==> src/rtl/timer_a_periph_pkg.sv <==
// Shared definitions for the Timer_A-style peripheral: register offsets,
// mode-control encodings, bit positions and small helper functions.
package timer_a_periph_pkg;

  // Register offsets relative to the peripheral base address (word aligned)
  localparam logic [15:0] OFF_TACTL   = 16'h0000;
  localparam logic [15:0] OFF_TACCTL0 = 16'h0002;
  localparam logic [15:0] OFF_TAR     = 16'h0010;
  localparam logic [15:0] OFF_TACCR0  = 16'h0012;

  // TACTL bit positions
  localparam int TACTL_ID_LSB  = 6;
  localparam int TACTL_MC_LSB  = 4;
  localparam int TACTL_CLR_BIT = 2;
  localparam int TACTL_IE_BIT  = 1;
  localparam int TACTL_IFG_BIT = 0;

  // TACCTL0 bit positions
  localparam int CCTL_IE_BIT  = 4;
  localparam int CCTL_IFG_BIT = 0;

  // Mode control encodings
  typedef enum logic [1:0] {
    MC_STOP   = 2'b00,
    MC_UP     = 2'b01,
    MC_CONT   = 2'b10,
    MC_UPDOWN = 2'b11
  } mc_e;

  // Up/down counting direction
  typedef enum logic {
    DIR_UP   = 1'b0,
    DIR_DOWN = 1'b1
  } dir_e;

  // Register selected by the current bus address
  typedef enum logic [2:0] {
    SEL_NONE,
    SEL_TACTL,
    SEL_TACCTL0,
    SEL_TAR,
    SEL_TACCR0
  } reg_sel_e;

  // Terminal prescaler count for input divider ID (div 1/2/4/8)
  function automatic logic [2:0] presc_last(input logic [1:0] id);
    case (id)
      2'd0:    return 3'd0;
      2'd1:    return 3'd1;
      2'd2:    return 3'd3;
      default: return 3'd7;
    endcase
  endfunction

  // Replace the enabled byte lanes of old_val with the matching lanes of lane_data
  function automatic logic [15:0] merge_lanes(input logic [15:0] old_val,
                                              input logic [1:0]  lane_we,
                                              input logic [15:0] lane_data);
    logic [15:0] res;
    res = old_val;
    for (int i = 0; i < 2; i++) begin
      if (lane_we[i]) res[8*i +: 8] = lane_data[8*i +: 8];
    end
    return res;
  endfunction

endpackage

==> src/rtl/timer_a_periph_prescaler.sv <==
// Input-clock prescaler for the timer: a 3-bit counter that produces a
// one-cycle tick every 1/2/4/8 clocks while the timer is running.
module timer_a_periph_prescaler
  import timer_a_periph_pkg::*;
(
  input  logic       clk,
  input  logic       rst,
  input  logic [1:0] id,
  input  mc_e        mc,
  input  logic       clr,
  output logic       tick
);

  logic [2:0] cnt_reg;
  logic [2:0] cnt_next;

  // Tick on the terminal count of the current divider, only while running
  assign tick = (mc != MC_STOP) && (cnt_reg == presc_last(id));

  // Counter advance: clear wins, stop freezes, terminal count wraps to zero
  always_comb begin
    cnt_next = cnt_reg;
    if (clr) begin
      cnt_next = 3'd0;
    end else if (mc != MC_STOP) begin
      cnt_next = tick ? 3'd0 : cnt_reg + 3'd1;
    end
  end

  // Counter register with synchronous active-low reset
  always_ff @(posedge clk) begin
    if (!rst) cnt_reg <= 3'd0;
    else      cnt_reg <= cnt_next;
  end

endmodule

==> src/rtl/timer_a_periph.sv <==
// Timer_A-style memory-mapped peripheral: address decode, register bank,
// 16-bit counter with up / continuous / up-down modes, and registered IRQs.
module timer_a_periph
  import timer_a_periph_pkg::*;
#(
  parameter logic [15:0] BASE_ADDR = 16'h0160,
  parameter int          SIZE      = 16
)(
  input  logic            clk,
  input  logic            rst,
  input  logic [15:0]     MAB_in,
  input  logic [SIZE-1:0] MDB_in,
  input  logic            MW,
  input  logic            BW,
  input  logic            irq_ack,
  output logic            per_hit,
  output logic [SIZE-1:0] per_dout,
  output logic            irq_ccr0,
  output logic            irq_ta
);

  // Register bank
  logic [1:0]      id_reg,    id_next;
  mc_e             mc_reg,    mc_next;
  logic            taie_reg,  taie_next;
  logic            taifg_reg, taifg_next;
  logic            ccie_reg,  ccie_next;
  logic            ccifg_reg, ccifg_next;
  dir_e            dir_reg,   dir_next;
  logic [SIZE-1:0] tar_reg,   tar_next;
  logic [SIZE-1:0] ccr0_reg,  ccr0_next;
  logic            irq_ccr0_reg;
  logic            irq_ta_reg;

  // Decode and write-path signals
  logic [15:0] word_offset;
  reg_sel_e    sel;
  logic [1:0]  lane_we;
  logic [15:0] lane_data;
  logic [7:0]  ctl_byte;
  logic        wr_en;
  logic        tactl_lo_wr;
  logic        tacctl_lo_wr;
  logic        tar_wr;
  logic        ccr0_wr;
  logic        taclr;
  logic        presc_clr;
  logic        tick;
  logic        ccr0_zero;
  logic        hw_taifg;
  logic        hw_ccifg;

  // Byte accesses hit the word register containing the addressed byte
  assign word_offset = {MAB_in[15:1], 1'b0} - BASE_ADDR;

  // Map the word offset onto one of the four registers
  always_comb begin
    case (word_offset)
      OFF_TACTL:   sel = SEL_TACTL;
      OFF_TACCTL0: sel = SEL_TACCTL0;
      OFF_TAR:     sel = SEL_TAR;
      OFF_TACCR0:  sel = SEL_TACCR0;
      default:     sel = SEL_NONE;
    endcase
  end

  assign per_hit = (sel != SEL_NONE);

  // Combinational read mux; unused bits and TACLR read as zero
  always_comb begin
    per_dout = '0;
    case (sel)
      SEL_TACTL: begin
        per_dout[TACTL_ID_LSB +: 2] = id_reg;
        per_dout[TACTL_MC_LSB +: 2] = mc_reg;
        per_dout[TACTL_IE_BIT]      = taie_reg;
        per_dout[TACTL_IFG_BIT]     = taifg_reg;
      end
      SEL_TACCTL0: begin
        per_dout[CCTL_IE_BIT]  = ccie_reg;
        per_dout[CCTL_IFG_BIT] = ccifg_reg;
      end
      SEL_TAR:    per_dout = tar_reg;
      SEL_TACCR0: per_dout = ccr0_reg;
      default:    per_dout = '0;
    endcase
  end

  // Byte-lane steering: a byte write carries its data in MDB_in[7:0] and
  // lands in the lane selected by the address LSB.
  for (genvar gi = 0; gi < 2; gi++) begin : g_lane
    assign lane_we[gi]          = !BW || (MAB_in[0] == 1'(gi));
    assign lane_data[8*gi +: 8] = BW ? MDB_in[7:0] : MDB_in[8*gi +: 8];
  end

  assign wr_en        = MW && per_hit;
  assign ctl_byte     = lane_data[7:0];
  // All control/status fields live in the low byte of their register
  assign tactl_lo_wr  = wr_en && (sel == SEL_TACTL)   && lane_we[0];
  assign tacctl_lo_wr = wr_en && (sel == SEL_TACCTL0) && lane_we[0];
  assign tar_wr       = wr_en && (sel == SEL_TAR);
  assign ccr0_wr      = wr_en && (sel == SEL_TACCR0);

  assign taclr = tactl_lo_wr && ctl_byte[TACTL_CLR_BIT];
  // The prescaler restarts when TACLR is written or a TACTL write changes ID
  assign presc_clr = taclr ||
                     (tactl_lo_wr && (ctl_byte[TACTL_ID_LSB +: 2] != id_reg));

  assign ccr0_zero = (ccr0_reg == '0);

  timer_a_periph_prescaler u_prescaler (
    .clk  (clk),
    .rst  (rst),
    .id   (id_reg),
    .mc   (mc_reg),
    .clr  (presc_clr),
    .tick (tick)
  );

  // Counter/direction next state; TACLR beats a TAR write, which beats a tick
  always_comb begin
    tar_next = tar_reg;
    dir_next = dir_reg;
    hw_taifg = 1'b0;
    hw_ccifg = 1'b0;
    if (taclr) begin
      tar_next = '0;
      dir_next = DIR_UP;
    end else if (tar_wr) begin
      tar_next = merge_lanes(tar_reg, lane_we, lane_data);
    end else if (tick) begin
      case (mc_reg)
        MC_UP: begin
          if (ccr0_zero) begin
            tar_next = '0;
          end else if (tar_reg >= ccr0_reg) begin
            tar_next = '0;
            hw_taifg = 1'b1;
          end else begin
            tar_next = tar_reg + SIZE'(1);
          end
        end
        MC_CONT: begin
          tar_next = tar_reg + SIZE'(1);
          hw_taifg = (tar_reg == '1);
        end
        MC_UPDOWN: begin
          if (ccr0_zero) begin
            tar_next = '0;
            dir_next = DIR_UP;
          end else if (dir_reg == DIR_UP) begin
            if (tar_reg >= ccr0_reg) begin
              tar_next = tar_reg - SIZE'(1);
              dir_next = DIR_DOWN;
            end else begin
              tar_next = tar_reg + SIZE'(1);
            end
          end else begin
            if (tar_reg == SIZE'(1)) begin
              tar_next = '0;
              dir_next = DIR_UP;
              hw_taifg = 1'b1;
            end else if (tar_reg == '0) begin
              // Down at zero (only after a TAR write) bounces back upward
              tar_next = SIZE'(1);
              dir_next = DIR_UP;
            end else begin
              tar_next = tar_reg - SIZE'(1);
            end
          end
        end
        default: tar_next = tar_reg;
      endcase
      // Compare match on the new count; a zero CCR0 parks up/up-down silently
      hw_ccifg = (tar_next == ccr0_reg) && !(ccr0_zero && (mc_reg != MC_CONT));
    end
  end

  // Control/status next state: software write, then irq_ack, then hardware set
  always_comb begin
    id_next    = id_reg;
    mc_next    = mc_reg;
    taie_next  = taie_reg;
    taifg_next = taifg_reg;
    ccie_next  = ccie_reg;
    ccifg_next = ccifg_reg;
    ccr0_next  = ccr0_reg;
    if (tactl_lo_wr) begin
      id_next    = ctl_byte[TACTL_ID_LSB +: 2];
      mc_next    = mc_e'(ctl_byte[TACTL_MC_LSB +: 2]);
      taie_next  = ctl_byte[TACTL_IE_BIT];
      taifg_next = ctl_byte[TACTL_IFG_BIT];
    end
    if (hw_taifg) taifg_next = 1'b1;
    if (tacctl_lo_wr) begin
      ccie_next  = ctl_byte[CCTL_IE_BIT];
      ccifg_next = ctl_byte[CCTL_IFG_BIT];
    end
    if (irq_ack)  ccifg_next = 1'b0;
    if (hw_ccifg) ccifg_next = 1'b1;
    if (ccr0_wr)  ccr0_next  = merge_lanes(ccr0_reg, lane_we, lane_data);
  end

  // Register bank update with synchronous active-low reset
  always_ff @(posedge clk) begin
    if (!rst) begin
      id_reg    <= 2'd0;
      mc_reg    <= MC_STOP;
      taie_reg  <= 1'b0;
      taifg_reg <= 1'b0;
      ccie_reg  <= 1'b0;
      ccifg_reg <= 1'b0;
      dir_reg   <= DIR_UP;
      tar_reg   <= '0;
      ccr0_reg  <= '0;
    end else begin
      id_reg    <= id_next;
      mc_reg    <= mc_next;
      taie_reg  <= taie_next;
      taifg_reg <= taifg_next;
      ccie_reg  <= ccie_next;
      ccifg_reg <= ccifg_next;
      dir_reg   <= dir_next;
      tar_reg   <= tar_next;
      ccr0_reg  <= ccr0_next;
    end
  end

  // Interrupt requests follow the enable/flag pairs one cycle later
  always_ff @(posedge clk) begin
    if (!rst) begin
      irq_ccr0_reg <= 1'b0;
      irq_ta_reg   <= 1'b0;
    end else begin
      irq_ccr0_reg <= ccie_reg && ccifg_reg;
      irq_ta_reg   <= taie_reg && taifg_reg;
    end
  end

  assign irq_ccr0 = irq_ccr0_reg;
  assign irq_ta   = irq_ta_reg;

endmodule

==> config.mk <==
export PLATFORM = sky130hd
export DESIGN_NAME = timer_a_periph
export DESIGN_NICKNAME = d
export VERILOG_FILES = /design/src/rtl/timer_a_periph_pkg.sv /design/src/rtl/timer_a_periph_prescaler.sv /design/src/rtl/timer_a_periph.sv
export SDC_FILE = /design/constraint.sdc
export NUM_CORES = 1
export LEC_CHECK = 0
export CAP_MARGIN = 20
export CORE_MARGIN = 3
export CORE_UTILIZATION = 55
export CTS_CLUSTER_SIZE = 12
export DETAILED_ROUTE_END_ITERATION = 10
export GPL_TIMING_DRIVEN = 0
export PLACE_DENSITY = 0.79
export SETUP_SLACK_MARGIN = 0.1
export SLEW_MARGIN = 25
export SYNTH_ARGS = -nofsm -noshare
export SYNTH_HDL_FRONTEND = slang
export SYNTH_SLANG_ARGS = --single-unit
==> constraint.sdc <==
create_clock -name clk -period 7.7 [get_ports clk]
set_input_delay 2.31 -clock clk [delete_from_list [all_inputs] [get_ports clk]]
set_output_delay 2.31 -clock clk [all_outputs]
set_load 0.02 [all_outputs]
==> results by group <==
Global route
  • Global route total overflow: 0
  • Wire length of the first global-routing pass: 26.7 mm
  • Total Routing Usage GR: between 30 and 40%
  • Vias in the first global route: ~5,000
  • Initial antenna violation count: 0
  • Largest net degree at the start of global routing: 15

Yosys
  • Syn nets: 675
  • Post-Syn Instances: 617
  • Ys async rst share: 0%
  • Post-synth EDFFs: 0
  • Syn avg cell area: approximately 7.3 um2
  • #FFs+latches synth: 46
  • Cell Area, Synth: between 4000 and 5000 um2
  • Ys Warns: 0
  • Number of distinct library cells after synthesis: just under 70
  • Sequential element share of the synthesized area: approximately 20%
  • Primary FF master, synth: dfxtp_1

Layout
  • Commonest non-fill, non-tap cells in the layout: nand2_1 (62), nor2_1 (54), clkdlybuf4s50_1 (54)
  • Area delta synth->final: 17.9%
  • Final cell utilization of the core: 67.8%
  • Layout Nets: about 740
  • Commonest non-fill, non-tap cell in the layout: nand2_1
  • Share of cells above drive strength 1: about 4.6%
  • Diodes inserted: 0
  • Final instance area: between 5000 and 6000 um2

Routing
  • Vias/cell: just under 7
  • Antenna Nets Post-Route: 0
  • Drt first pass iters: 5
  • Number of DRC markers in iteration 0: between 700 and 800
  • Wire per inst: between 20 and 25 um
  • Via Count: around 5,300
  • DRC viols: 0
  • DRT Wirelength: roughly 17 mm

Critical path
  • Crit end category: primary output
  • Startpoint Class: input pin
  • Worst R2R Path Depth: 14
  • Critical setup path kind: in -> out
  • Worst-path fanout max: 10
  • WP buf/inv: 5
  • CP max-delay cell: clkdlybuf4s50_1
  • CP Data Arrival Time: approximately 5.2 ns
  • CP delay by family, top: buffers and inverters
  • Critical path, cell by cell: clkdlybuf4s50_1, clkbuf_2, and2_1, clkbuf_1, nor2b_1, clkbuf_1, a22o_1, clkdlybuf4s50_1
  • Req. time, crit path: between 5 and 6 ns
  • Critical path depth: 8
  • Max incr delay on CP: around 0.62 ns

Clock network
  • Post-CTS Repair Setup Buffers: 0
  • Clk slew on worst S/H paths: 0.09 ns
  • CTS Sinks: 46
  • Worst skew pair latency: about 0.30 ns
  • Root Buffer: clkbuf_8
  • H-tree levels: 2
  • Clk buf depth: 2
  • CTS tree: built
  • CTS Buf Count: 5

Floorplan
  • Die Ht: between 90 and 100 um
  • Die ar.: between 9000 and 10,000 um2
  • I/O pin count: 56
  • Area of the core: 7810 um2
  • Die Width: around 96 um
  • # rows: 32
  • Initial Utilization: a little under three fifths

Outcome
  • Outcome: completed

Job
  • Max Cap Viol: 0

Placed design
  • Post-DP HPWL: between 10 and 15 mm
  • Port buffer count: 54
  • GP Congestion: approximately 1.1
  • Area after DPL: 5180 um2

Timing
  • Max-slew headroom: just over 30%
  • Unrepaired setup endpoints after global routing: no
  • Setup Skew: 0.00582 ns
  • FMAX: ~130 MHz
  • Slew @ Worst Pin: between 1 and 1.5 ns
  • Slew Limit Fails: 0
  • Final Critical Period: 7.49 ns
  • Final setup violation count: 0
  • Worst hold slack: between 0.5 and 0.6 ns
  • Tcrit/Tclk final: 97.2%
  • Setup TNS: 0 ns
  • Final hold vios: 0

Power
  • IR drop worst, VDD: a little over 0.09 mV
  • Cell Pwr Density: 87.9 nW/um2
  • Pleak: 1.93 nW

Hold path
  • Hold crit path type: reg -> reg
  • Hold depth: 1
## stage by stage
stage / worst slack, ns / total power [mW] / cells
2_1_floorplan: 1.63 / 0.258 / 617
3_3_place_gp: 0.165 / 0.285 / 773
3_5_place_dp: 0.0667 / 0.286 / 775
4_1_cts: 0.266 / 0.461 / 783
5_1_grt: 0.111 / 0.475 / 783
6_report: 0.213 / 0.466 / 783
## synthesized netlist by cell type, drive strengths merged (4+ instances only)
library cell,n,area [um2]
a21oi,34,170
nand4,11,68.8
xor2,8,70.1
a22o,12,105
a211oi,10,80.1
dfxtp,46,921
and2,14,87.6
nand3,18,90.1
and3,12,75.1
xnor2,20,175
nor4b,4,35.0
nand3b,4,30.0
clkbuf,36,135
o2111ai,4,35.0
nand2,62,233
nor3,28,145
or3,4,25.0
mux2i,34,340
nand2b,8,50.1
ha,21,263
o221ai,6,52.6
and4,4,35.0
o32ai,4,35.0
nor2b,17,106
nor4,9,56.3
a31oi,9,56.3
o211ai,4,30.0
buf,9,57.6
o21ai,29,145
nor2,54,203
a221oi,5,43.8
inv,30,113
## worst register-to-register path, cell delays in order (launching register included)
cell and delay, ns:
dfxtp_1 0.40, clkbuf_1 0.37, inv_1 0.26, ha_1 0.35
nand2b_1 0.15, a2111o_1 0.42, and4_1 0.20, nor3_1 0.58
buf_4 0.31, a211oi_1 0.07, o32ai_1 0.65, xnor2_1 0.22
nand4_1 0.15, or4_1 0.47, o31ai_1 0.45
## logic make-up after synthesis
group | Yosys count | share of synthesized area [%]
buffers and inverters | 75 | 6.80
adders and majority gates | 21 | 5.85
xor gates and xnor gates | 28 | 5.46
muxes | 37 | 8.42
AOI/OAI and AO/OA | 152 | 23.6
and+or+nand+nor | 258 | 29.3
DFF | 46 | 20.5
## power breakdown
part	internal (mW)	switching [mW]
logic	0.0236	0.0205
registers	0.238	0.00000673
clock network	0.0970	0.0867
## routing by layer
layer  global-route usage [%]  up-vias  wire length, um  share of wire, %
met1                     48.2     2448             6480                38
met3                     6.65       87             1900                11
met5                        0        -                0                 0
li1                         -     2401                -                 -
met4                     17.6        0              962               5.7
met2                     61.6      399             7650                45
## final cells by class
cell class | instances | area, um2
Tap cell | 102 | 128
Sequential cell | 46 | 921
Inverter | 30 | 113
Multi-Input combinational cell | 496 | 3280
Buffer | 45 | 195
Fill cell | 699 | 2510
Clock inverter | 2 | 37.5
Clock buffer | 6 | 72.6
Timing Repair Buffer | 56 | 551
## repair_timing
| item | in CTS | in global routing |
|---|---|---|
| pin swaps | 0 | 0 |
| resized for setup | 1 | 2 |
| hold endpoints to repair | 0 | 0 |
| setup endpoints to repair | 10 | 8 |
| hold buffers | 0 | 0 |
## worst paths after layout
check,from,end,slack [ns]
max reg2reg,tar_reg[0]$_SDFFE_PP0P_,ccifg_reg$_SDFFE_PN0P_,2.52
max,MAB_in[4],per_dout[9],0.21
min reg2reg,ccifg_reg$_SDFFE_PN0P_,irq_ccr0$_SDFF_PN0_,0.50
min,ccifg_reg$_SDFFE_PN0P_,irq_ccr0$_SDFF_PN0_,0.50
Power figures use the tool's default switching activity.
==> RTL edit 1, RTL diff (same settings) <==
`TACTL_MC_LSB`: 4 -> 2.
--- a/src/rtl/timer_a_periph_pkg.sv
+++ b/src/rtl/timer_a_periph_pkg.sv
@@ -10,7 +10,7 @@
 
   // TACTL bit positions
   localparam int TACTL_ID_LSB  = 6;
-  localparam int TACTL_MC_LSB  = 4;
+  localparam int TACTL_MC_LSB  = 2;
   localparam int TACTL_CLR_BIT = 2;
   localparam int TACTL_IE_BIT  = 1;
   localparam int TACTL_IFG_BIT = 0;
Formal check against the unedited RTL: not equivalent (a bounded check fails within 4 cycles, from zero or initial values and one cycle with rst low).
==> RTL edit 1 against the original RTL <==
- sequential cell count unchanged
- total power up 10%
- sequential power about the same
- wire length up 24%
- final area up 8.2%
- setup slack worse by 40 ps
- final cell count up 5.6%
- clock power up 24%
- area after synthesis up 8.8%
- critical path type unchanged
==> RTL edit 1: results (changes against the original RTL) <==
run status=finished, final reports clean; Hold Path Class=flop to flop; Layout Nets=779 (+5.6%); worst-margin pin slew=1070 ps (+38.1 ps); Synth Net Count=718 (+6.4%); Max VDD drop=0.132 mV (+42%); Max Fanout on Critical Path=8 (-2); hold path depth=1 (unchanged); first-pass GRT wire length=32400 um (+21%); clock tree root buffer cell=clkbuf_8; met2 routed WL=9240 um (+21%); GR Util met3=8.62% (+2.0 points); Netlist cell types=90 (+30%); port bufs=52 (-3.7%); DP HPWL=15800 um (+20%); Ys Warns=0 (unchanged); Top FF cell, synth=dfxtp_1; largest net degree at the start of global routing=15 (unchanged); all-layer global routing usage=41.5% (+3.7 points); Final GP Congestion=1.02 (-5.4%); DRT Pass-1 Iters=6 (+1); synth top area cells=dfxtp_1, mux2i_1, nor2_1, ha_1, nand2_1; ys async rst share=0% (unchanged); Clock Path Buffers=2 (unchanged); Switching Share=22.2% (-0.83 points); grt met1 use=51.1% (+2.9 points); clock skew=10.8 ps (+4.96 ps); DRT Wirelength=21100 um (+24%); Mean Syn Cell Area=7.40 um^2 (+1.7%); Synth top cells by count=nor2_1, nand2_1, dfxtp_1; TritonCTS buffer count=5 (unchanged); dpl ws=-414 ps (-480 ps); fraction of layout cells with a size suffix above 1=9.56% (+5.0 points); CTS clk-pin slew, worst paths=90 ps (about the same); vias in the first global route=5930 (+19%); H-tree Lvls=2 (unchanged); initial antenna violation count=0 (unchanged); Avg WL per Cell=25.5 um (+17%); 1st-iter DRT viols=880 (+25%); met2 usage=65.0% (+3.4 points); clk pwr=228 uW (+24%); Worst EP arrival=5220 ps (+40 ps); R2R depth=14 (unchanged); Ant. Diodes=0 (unchanged); Lkg Pwr=2.23 nW (+15%); via count=6106 (+14%); WL met1=7510 um (+16%); placed cell count=817 (+5.4%); Worst-Skew Late Latency=320 ps (+20 ps); combinational gate power=46.8 uW (+6.1%); Fillers=656 (-6.2%); Max Used Layer=met4; Met3 Routed Length=2590 um (+36%); Seq/Total Area, Yosys=18.9% (-1.7 points)
[RTL edit 1: cell types whose count changed after synthesis, sizes merged, moves of 8 or more]
cell,change
or3,+8
a211oi,+10
nor2b,-12
nor2,+25
clkbuf,-9
buf,+15
[RTL edit 1: per-stage QoR]
| step | power (mW) | area [um^2] | setup TNS, ps |
|---|---|---|---|
| after CTS | 0.504 | 5700 | 0 |
| after global placement | 0.284 | 5540 | -2000 |
| after global routing | 0.519 | 5730 | 0 |
| final | 0.513 | 5730 | 0 |
| after detailed placement | 0.286 | 5540 | -3630 |
| after floorplan | 0.259 | 4880 | 0 |
[RTL edit 1: area by class of cell]
type,instances,area share [%]
repair buffers,54,9.48
multi-input cells,533,63.6
clock buffers,6,1.44
well taps,105,2.29
clock inverters,2,1.05
plain buffers,51,4.13
flip-flops and latches,46,16.1
inverters,30,1.97
[RTL edit 1: critical path, cell delays in order]
cell	delay [ps]
clkdlybuf4s50_1	490
nor2b_1	200
a221o_1	390
and2_1	170
buf_2	160
nand2_1	160
nor3_4	80
buf_4	150
a222oi_1	400
inv_1	140
clkdlybuf4s50_1	570
[RTL edit 1: kinds of logic after synthesis]
group | synth area share (%)
buf+inv | 6.97
mux | 8.04
fa+ha+maj | 5.38
flops | 18.9
xor+xnor | 4.30
compound gates | 26.2
simple gates | 30.3
[RTL edit 1: final timing paths]
path / startpoint / endpoint / slack (ps)
hold / removal: taifg_reg / irq_ta / 500
setup / recovery: MAB_in[9] / per_dout[7] / 170
hold reg to reg: taifg_reg / irq_ta / 500
setup reg to reg: tar_reg[0] / ccifg_reg / 2320
[RTL edit 1: repair_timing]
action | 4_1_cts | 5_1_grt
endpoints found under the setup margin | 15 | 13
buffers inserted | 0 | 2
gates resized for setup | 6 | 7
pin swaps | 0 | 1
endpoints found under the hold margin | 0 | 0
==> RTL edit 2, RTL diff (config.mk and constraints unchanged) <==
Without the edit above. The output `irq_ta` loses its register stage (`irq_ta_reg` becomes a continuous assignment).
--- a/src/rtl/timer_a_periph.sv
+++ b/src/rtl/timer_a_periph.sv
@@ -230,12 +230,12 @@
   always_ff @(posedge clk) begin
     if (!rst) begin
       irq_ccr0_reg <= 1'b0;
-      irq_ta_reg   <= 1'b0;
     end else begin
       irq_ccr0_reg <= ccie_reg && ccifg_reg;
-      irq_ta_reg   <= taie_reg && taifg_reg;
-    end
-  end
+    end
+  end
+
+  assign irq_ta_reg = taie_reg && taifg_reg;
 
   assign irq_ccr0 = irq_ccr0_reg;
   assign irq_ta   = irq_ta_reg;
Function: changed (Yosys sat finds a counterexample within 4 cycles, from zero or initial values and one cycle with rst low).
==> RTL edit 2 against the original RTL <==
- non-clock buffer count down 9
- final area is 1.7% higher
- setup slack better by 270 ps
- area after synthesis rose by 2.1%
- sequential cell count is 1 lower
- clock power up 4%
- wire length decreased by 0.45%
- die area increased by 2.0%
- critical endpoint is now per_dout[3]
- total power is 0.98% higher
- final cell count is 0.13% higher
==> RTL edit 2: results (changes against the original RTL) <==
Lkg Pwr=2.06 nW (+6.8%); clock skew=7.04 ps (+1.22 ps); Psw=114 uW (+6.6%); run status=finished, final reports clean; Hold WS=502 ps (-2.59 ps); R2R Path Start=ccr0_reg[15]; Worst EP arrival=4900 ps (-280 ps); flop-to-flop setup slack=3170 ps (+650 ps); ys async rst share=0% (unchanged); worst-margin pin slew=992 ps (-40.6 ps); 1st-iter DRT viols=626 (-11%); total chip power=470 uW (+0.98%); Synth Net Count=678 (+0.44%); crit path from=MAB_in[1]; crit-path max cell delay=640 ps (+20 ps); critical path's slowest cell=buf_1; Final GP Congestion=1.03 (-4.6%); clk pwr=192 uW (+4%); vias per cell=6.77 (-0.58%); first-pass GRT wire length=26800 um (+0.41%); Layout Nets=739 (+0.14%); Post-CTS Resized=0 (-1); min-delay src=ccie_reg; Top FF cell, synth=dfxtp_1; P_seq=233 uW (-2%); Synth top cells by count=nor2_1, nand2_1, mux2i_1; largest net degree at the start of global routing=17 (+2); Seq/Total Area, Yosys=19.6% (-0.87 points); DP HPWL=13300 um (+0.76%); all-layer global routing usage=35.1% (-2.7 points); die area=9470 um^2 (+2.0%); Avg WL per Cell=21.6 um (-0.58%); Netlist cell types=82 (+19%); vias in the first global route=5084 (+2.2%)
RTL edit 2: cell count changes in the layout (fill, tap and decap cells not counted), sizes merged, moves of 5 or more:
cell,unedited run,this run
a21boi,1,8
a22o,12,3
clkbuf,42,33
inv,30,21
mux2i,34,46
nand2,62,72
nor2,54,73
nor2b,17,8
nor3,28,19
o21ai,29,34
RTL edit 2: per-stage QoR:
step | cells | setup slack [ps] | area, um^2
floorplan | 620 | 1820 | 4590
global placement | 776 | 607 | 5250
detailed placement | 776 | 554 | 5270
CTS | 784 | 547 | 5380
global route | 784 | 395 | 5380
finish | 784 | 487 | 5380
RTL edit 2: metal layers:
layer / share of wire, % / GRT usage, % / vias to the layer above
li1: - / - / 2382
met1: 38 / 45.3 / 2434
met2: 44 / 56.2 / 412
met3: 11 / 6.39 / 83
met4: 6.0 / 17.4 / 0
met5: 0 / 0 / -
RTL edit 2: kinds of logic (layout without fill, tap and decap cells):
group	count (synthesis)	in the layout	synth area share [%]
flip-flops	45	45	19.6
AND/OR/NAND/NOR	275	275	31.2
AO/OA/AOI/OAI	142	142	21.2
adder cells (fa/ha/maj)	21	21	5.73
multiplexers	51	51	11.8
buffers and inverters	58	120	5.13
XOR/XNOR	28	28	5.35
RTL edit 2: final timing paths:
path	end	depth (start not counted)
worst max-delay path	per_dout[3]	6
worst min-delay path	ccie_reg	2
worst max register to register	ccifg_reg	14
worst min register to register	ccie_reg	2
RTL edit 2: layout make-up:
cell class	instances	area, um^2
clock buffers	5	68.8
repair buffers	54	541
well taps	102	128
fillers	660	2550
clock inverters	3	47.5
plain buffers	38	160
flip-flops and latches	45	901
multi-input cells	517	3460
inverters	20	75.1
